$ cat config.mk
export PLATFORM = sky130hd
export DESIGN_NAME = game_state_ctrl
export DESIGN_NICKNAME = d
export VERILOG_FILES = /design/src/rtl/game_pkg.sv /design/src/rtl/bcd_counter4.sv /design/src/rtl/game_state_ctrl.sv
export SDC_FILE = /design/constraint.sdc
export NUM_CORES = 1
export LEC_CHECK = 0
export ABC_CLOCK_PERIOD_IN_PS = 3450
export BUFFER_PORTS_ARGS = -buffer_cell sky130_fd_sc_hd__buf_4
export CAP_MARGIN = 0
export CORE_UTILIZATION = 55
export CTS_CLUSTER_SIZE = 40
export DETAILED_ROUTE_END_ITERATION = 12
export PLACE_DENSITY = 0.85
export SYNTH_ARGS = -nofsm -noshare
export SYNTH_HDL_FRONTEND = slang
export SYNTH_SLANG_ARGS = --single-unit
$ cat constraint.sdc
create_clock -name Clk -period 3.45 [get_ports Clk]
set_input_delay 0.1725 -clock Clk [delete_from_list [all_inputs] [get_ports Clk]]
set_output_delay 0.1725 -clock Clk [all_outputs]
set_load 0.01 [all_outputs]
$ cat src/rtl/game_pkg.sv
// rtl/game_pkg.sv - state encoding and key constant shared by the game flow logic
package game_pkg;

    typedef enum logic [1:0] {
        ST_IDLE = 2'd0,
        ST_PLAY = 2'd1,
        ST_HIT  = 2'd2,
        ST_OVER = 2'd3
    } state_t;

    localparam logic [7:0] START_KEY = 8'h2C;

endpackage

$ cat src/rtl/bcd_counter4.sv
// rtl/bcd_counter4.sv - 4-digit BCD counter with clear and increment saturating at 9999
module bcd_counter4 (
    input  logic        clk,
    input  logic        rst_n,
    input  logic        clr,
    input  logic        inc,
    output logic [15:0] value
);

    logic [15:0] value_inc;
    logic        carry;

    // Ripple the carry through the digits; a 9 rolls to 0 and passes the carry on.
    always_comb begin
        value_inc = value;
        carry     = 1'b1;
        for (int i = 0; i < 4; i++) begin
            if (carry) begin
                if (value[i*4 +: 4] == 4'd9) begin
                    value_inc[i*4 +: 4] = 4'd0;
                end else begin
                    value_inc[i*4 +: 4] = value[i*4 +: 4] + 4'd1;
                    carry               = 1'b0;
                end
            end
        end
    end

    always_ff @(posedge clk or negedge rst_n) begin
        if (!rst_n) begin
            value <= 16'h0000;
        end else if (clr) begin
            value <= 16'h0000;
        end else if (inc && (value != 16'h9999)) begin
            value <= value_inc;
        end
    end

endmodule

$ cat src/rtl/game_state_ctrl.sv
// rtl/game_state_ctrl.sv - title/play/hit/over flow, lives, score and high score from the collision lose flag
module game_state_ctrl
    import game_pkg::*;
#(
    parameter int LIVES        = 3,
    parameter int HIT_FRAMES   = 2,
    parameter int FLASH_FRAMES = 60,
    parameter int SCORE_DIV    = 6
) (
    input  logic        Clk,
    input  logic        Reset_n,
    input  logic        frame_clk,
    input  logic        L,
    input  logic [7:0]  keycode,
    output logic [1:0]  game_state,
    output logic        play_en,
    output logic        round_reset,
    output logic        flash,
    output logic [1:0]  lives,
    output logic [15:0] score,
    output logic [15:0] high_score
);

    localparam logic [1:0] LIVES_INIT = 2'(LIVES);
    localparam logic [3:0] HIT_LAST   = 4'(HIT_FRAMES - 1);
    localparam logic [7:0] FLASH_LAST = 8'(FLASH_FRAMES - 1);
    localparam logic [7:0] DIV_LAST   = 8'(SCORE_DIV - 1);

    logic       sync1, sync2, sync3, frame_tick;
    logic       key_up;
    logic       start;
    state_t     state_q, state_d;
    logic [3:0] hit_q, hit_d;
    logic [7:0] div_q, div_d;
    logic [7:0] flash_cnt_q, flash_cnt_d;
    logic [1:0] lives_d;
    logic [15:0] high_score_d;
    logic       round_reset_d;
    logic       score_clr, score_inc;

    // key_up resets to 0 so a key held through reset must be released before it can start a game.
    assign start      = (keycode == START_KEY) && key_up;
    assign game_state = state_q;

    always_ff @(posedge Clk or negedge Reset_n) begin
        if (!Reset_n) begin
            sync1      <= 1'b0;
            sync2      <= 1'b0;
            sync3      <= 1'b0;
            frame_tick <= 1'b0;
            key_up     <= 1'b0;
        end else begin
            sync1      <= frame_clk;
            sync2      <= sync1;
            sync3      <= sync2;
            frame_tick <= sync2 && !sync3;
            key_up     <= (keycode != START_KEY);
        end
    end

    always_comb begin
        state_d       = state_q;
        hit_d         = hit_q;
        div_d         = div_q;
        flash_cnt_d   = flash_cnt_q;
        lives_d       = lives;
        high_score_d  = high_score;
        round_reset_d = 1'b0;
        score_clr     = 1'b0;
        score_inc     = 1'b0;
        case (state_q)
            ST_IDLE, ST_OVER: begin
                if (start) begin
                    state_d       = ST_PLAY;
                    lives_d       = LIVES_INIT;
                    hit_d         = 4'd0;
                    div_d         = 8'd0;
                    score_clr     = 1'b1;
                    round_reset_d = 1'b1;
                end
            end
            ST_PLAY: begin
                if (frame_tick) begin
                    if (L && (hit_q == HIT_LAST)) begin
                        // A hit pre-empts any score point due on this tick; div_cnt holds.
                        hit_d   = 4'd0;
                        lives_d = lives - 2'd1;
                        if (lives == 2'd1) begin
                            state_d = ST_OVER;
                            if (score > high_score) begin
                                high_score_d = score;
                            end
                        end else begin
                            state_d     = ST_HIT;
                            flash_cnt_d = 8'd0;
                        end
                    end else begin
                        hit_d = L ? hit_q + 4'd1 : 4'd0;
                        if (div_q == DIV_LAST) begin
                            div_d     = 8'd0;
                            score_inc = 1'b1;
                        end else begin
                            div_d = div_q + 8'd1;
                        end
                    end
                end
            end
            ST_HIT: begin
                if (frame_tick) begin
                    if (flash_cnt_q == FLASH_LAST) begin
                        state_d       = ST_PLAY;
                        round_reset_d = 1'b1;
                        hit_d         = 4'd0;
                        div_d         = 8'd0;
                        flash_cnt_d   = 8'd0;
                    end else begin
                        flash_cnt_d = flash_cnt_q + 8'd1;
                    end
                end
            end
            default: state_d = ST_IDLE;
        endcase
    end

    always_ff @(posedge Clk or negedge Reset_n) begin
        if (!Reset_n) begin
            state_q     <= ST_IDLE;
            hit_q       <= 4'd0;
            div_q       <= 8'd0;
            flash_cnt_q <= 8'd0;
            lives       <= 2'd0;
            high_score  <= 16'h0000;
            round_reset <= 1'b0;
            play_en     <= 1'b0;
            flash       <= 1'b0;
        end else begin
            state_q     <= state_d;
            hit_q       <= hit_d;
            div_q       <= div_d;
            flash_cnt_q <= flash_cnt_d;
            lives       <= lives_d;
            high_score  <= high_score_d;
            round_reset <= round_reset_d;
            play_en     <= (state_d == ST_PLAY);
            flash       <= (state_d == ST_HIT) && flash_cnt_d[3];
        end
    end

    bcd_counter4 u_score (
        .clk   (Clk),
        .rst_n (Reset_n),
        .clr   (score_clr),
        .inc   (score_inc),
        .value (score)
    );

endmodule
==> results_dict.tcl <==
set metrics [dict create \
    fin_util_pct 67.1 \
    cts_max_level 3 \
    reg2regPathDepth 7 \
    final_cells 518 \
    dr.pass1.iters 9 \
    grt_pass1_wl_mm 14.3 \
    switching_share_pct 34.4 \
    maxSlewViolCount 0 \
    r2r_slack_ns 0.61 \
    grt_setup_unrepaired "no" \
    synth_commonest_cells "64 x dfrtp_1, 35 x inv_1, 32 x ha_1" \
    p_leak_uw 0.00200 \
    final-setup-viol-count 0 \
    hold-worst-slack_ns 0.0808 \
    die_area_um2 7120 \
    critPathMaxFanout 12 \
    gr-total-overflow 0 \
    synth-async-reset-ratio_pct 100 \
    vias 3072 \
    netlist.area_leader.share_pct 42.9 \
    placeableCoreArea_um2 6460 \
    antenna_found_initial 0 \
    max_stage_delay_ns 0.58 \
    synth-xor-area-share_pct 0.704 \
    drt-initial-drc-count 241 \
    post_dp_cell_area_um2 4150 \
    final-hold-violation-count 0 \
    place_inst 501 \
    cts_resized 0 \
    place_congestion 0.859 \
    wl_mm 8.16 \
    rows 29 \
    insertion_delay_ns 0.34 \
    crit_slowest_cell "or4_1" \
    powerDensity_nw_per_um2 474 \
    crit_arrival_ns 3.07 \
    grt_pass1_vias 3035 \
    io_buffers 50 \
    route.detailed.drc 2 \
    grt_max_degree 65 \
    synthAdderAreaFrac_pct 10.7 \
    synth.area.top_cells "dfrtp_1 43%, ha_1 11%, o21ai_0 4.0%" \
    skew_ns 0.00691 \
    initial_core_util_pct 57.8 \
    syn_inst 382 \
    syn_to_final_growth_pct 16.1 \
    seq_area_frac_synth_pct 42.9 \
    vias_per_cell 5.93 \
    path_buf_inv 1 \
    syn_area_um2 3730 \
    vdd_drop_max_mv 0.263 \
    synth_edf_count 0 \
    track_usage_pct 25.2 \
    nNetsFinal 481 \
    critPathKind "reg -> reg" \
    internal_power_uw 1350 \
    synth_most_common_cell "dfrtp_1" \
    clkPwrFrac_pct 27.7 \
    syn_area_per_cell_um2 9.77 \
    relSlewSlack_pct 45.9 \
    clk_path_buf_depth 2 \
    rr_startpoint "u_score.value[14]$_DFFE_PN0P_" \
    clock.fmax_mhz 352 \
    setup_tns_ns 0 \
    ys_ff_latch 64 \
    synth_top_area_cell "dfrtp_1" \
    post_drt_wl_per_cell_um 15.7 \
    cts_buffers 9 \
    worst_pin_slew_ns 0.811 \
    diodes 0 \
    drive_gt1_share_pct 21.3 \
    cts_sinks 64 \
    critPathLaunchType "register" \
    status "complete, but fails checks" \
    critPathTopFamily "simple AND/OR/NAND/NOR gates" \
    yosys.area_share.simple_pct 21.4 \
    endpoint_kind "register" \
    tritoncts "yes" \
    synth_top_family_by_area "simple AND/OR/NAND/NOR gates" \
    synth_compound_area_share_pct 13.0 \
    ys.flop_type "dfrtp_1" \
    period_minus_slack_ns 2.84 \
    violations "design-rule violations" \
    root_buffer "clkbuf_8" \
    holdCritPathClass "in -> reg" \
    timing.critical_path.cells "ha_1 > nand4_1 > or4_1 > a21o_1 > a31oi_2 > buf_4 > mux2_2" \
    synth.area.mux_share_pct 5.76 \
    die_y_um 84.4 \
    ys_warn_count 0 \
    postCtsSetupBuffers 0 \
    die_x_um 84.4 \
    hold_path_end "key_up$_DFF_PN0_" \
    finalCritPeriodShare_pct 82.4 \
    p_comb_share_pct 27.4 \
    antenna_left 0 \
    design_area_um2 4330 \
    synth_nets 426 \
    r2r_end "high_score[7]$_DFFE_PN0P_" \
    p_sw_uw 708 \
    hp-start "keycode[1]" \
    drv_cap 0 \
    pwr-share-seq_pct 44.8 \
    synth_cell_type_count 58 \
    path_clk_slew_ns 0.07 \
    ios 51 \
    required_ns 3.68 \
    dp_hpwl_mm 5.83 \
    hold_path_depth 3 \
]
-- cell families (layout without fill, tap and decap cells) --
logic type                 count (synthesis)  count (layout)
and+or+nand+nor                          138             138
AOI/OAI and AO/OA                         80              80
adders and majority gates                 32              32
muxes                                     20              20
DFF                                       64              64
xor gates and xnor gates                   3               3
buffers and inverters                     45             104
-- sequential cells by signal, indices dropped and copies added (netlist names) --
name	count
round_reset	1
lives	2
sync1	1
key_up	1
sync2	1
sync3	1
flash	1
frame_tick	1
div_q	8
high_score	16
game_state	2
hit_q	4
flash_cnt_q	8
u_score.value	16
play_en	1
-- cell usage in the layout, fill, tap and decap left out, drive strengths merged, types with 6 or more instances in the layout --
cell | Yosys | routed
nor2 | 26 | 26
nor3 | 9 | 9
nor2b | 8 | 8
clkbuf | 7 | 15
nor4 | 7 | 7
mux2i | 8 | 8
ha | 32 | 32
nand3 | 24 | 24
o21ai | 32 | 32
inv | 35 | 35
dfrtp | 64 | 64
mux2 | 12 | 12
nand2 | 22 | 22
a21oi | 19 | 19
buf | 3 | 52
or4 | 6 | 6
o31ai | 12 | 12
and3 | 7 | 7
-- stage by stage --
step	power, uW	setup WS (ns)
3_3_place_gp	1450	0.734
6_report	2050	0.606
5_1_grt	2190	0.442
2_1_floorplan	1280	0.794
4_1_cts	2060	0.602
3_5_place_dp	1480	0.606
-- routing by layer --
layer / routed length, um / global-route usage (%) / part of all wire (%)
met1: 3730 / 32.6 / 46
met2: 4010 / 40.8 / 49
met3: 255 / 4.82 / 3.1
met4: 159 / 12.8 / 1.9
met5: 0 / 0 / 0
-- area by class of cell --
| class | instances | area [um2] |
|---|---|---|
| fillers | 500 | 2130 |
| multi-input cells | 273 | 1930 |
| inverters | 35 | 131 |
| well taps | 77 | 96.3 |
| repair buffers | 54 | 410 |
| clock buffers | 15 | 166 |
| flip-flops and latches | 64 | 1600 |
-- worst max-delay path by stage --
stage | depth (start not counted) | startpoint | end | slack (ns)
global route | 7 | u_score.value[13]$_DFFE_PN0P_ | high_score[7]$_DFFE_PN0P_ | 0.44
floorplan | 7 | u_score.value[14]$_DFFE_PN0P_ | high_score[10]$_DFFE_PN0P_ | 0.79
detailed placement | 7 | u_score.value[13]$_DFFE_PN0P_ | high_score[7]$_DFFE_PN0P_ | 0.61
finish | 7 | u_score.value[14]$_DFFE_PN0P_ | high_score[7]$_DFFE_PN0P_ | 0.61
CTS | 7 | u_score.value[13]$_DFFE_PN0P_ | high_score[7]$_DFFE_PN0P_ | 0.60
global placement | 7 | u_score.value[12]$_DFFE_PN0P_ | high_score[12]$_DFFE_PN0P_ | 0.73
-- worst register-to-register path, cell delays in order (launching register included) --
cell,delay (ns)
dfrtp_1,0.45
ha_1,0.33
nand4_1,0.18
or4_1,0.58
a21o_1,0.18
a31oi_2,0.34
buf_4,0.29
mux2_2,0.36
-- power by group through the flow --
| stage | logic (uW) | registers [uW] | clock network (uW) |
|---|---|---|---|
| after global placement | 528 | 922 | 0 |
| after CTS | 564 | 917 | 583 |
| final | 564 | 921 | 570 |
| after floorplan | 357 | 924 | 0 |
| after detailed placement | 555 | 928 | 0 |
| after global routing | 633 | 930 | 624 |
-- what timing repair did --
action                                  in CTS  in global routing
endpoints found under the setup margin       0                  0
hold buffers                                 2                  0
hold endpoints to repair                    65                  0
No activity file was read; power rests on OpenSTA's default activity.
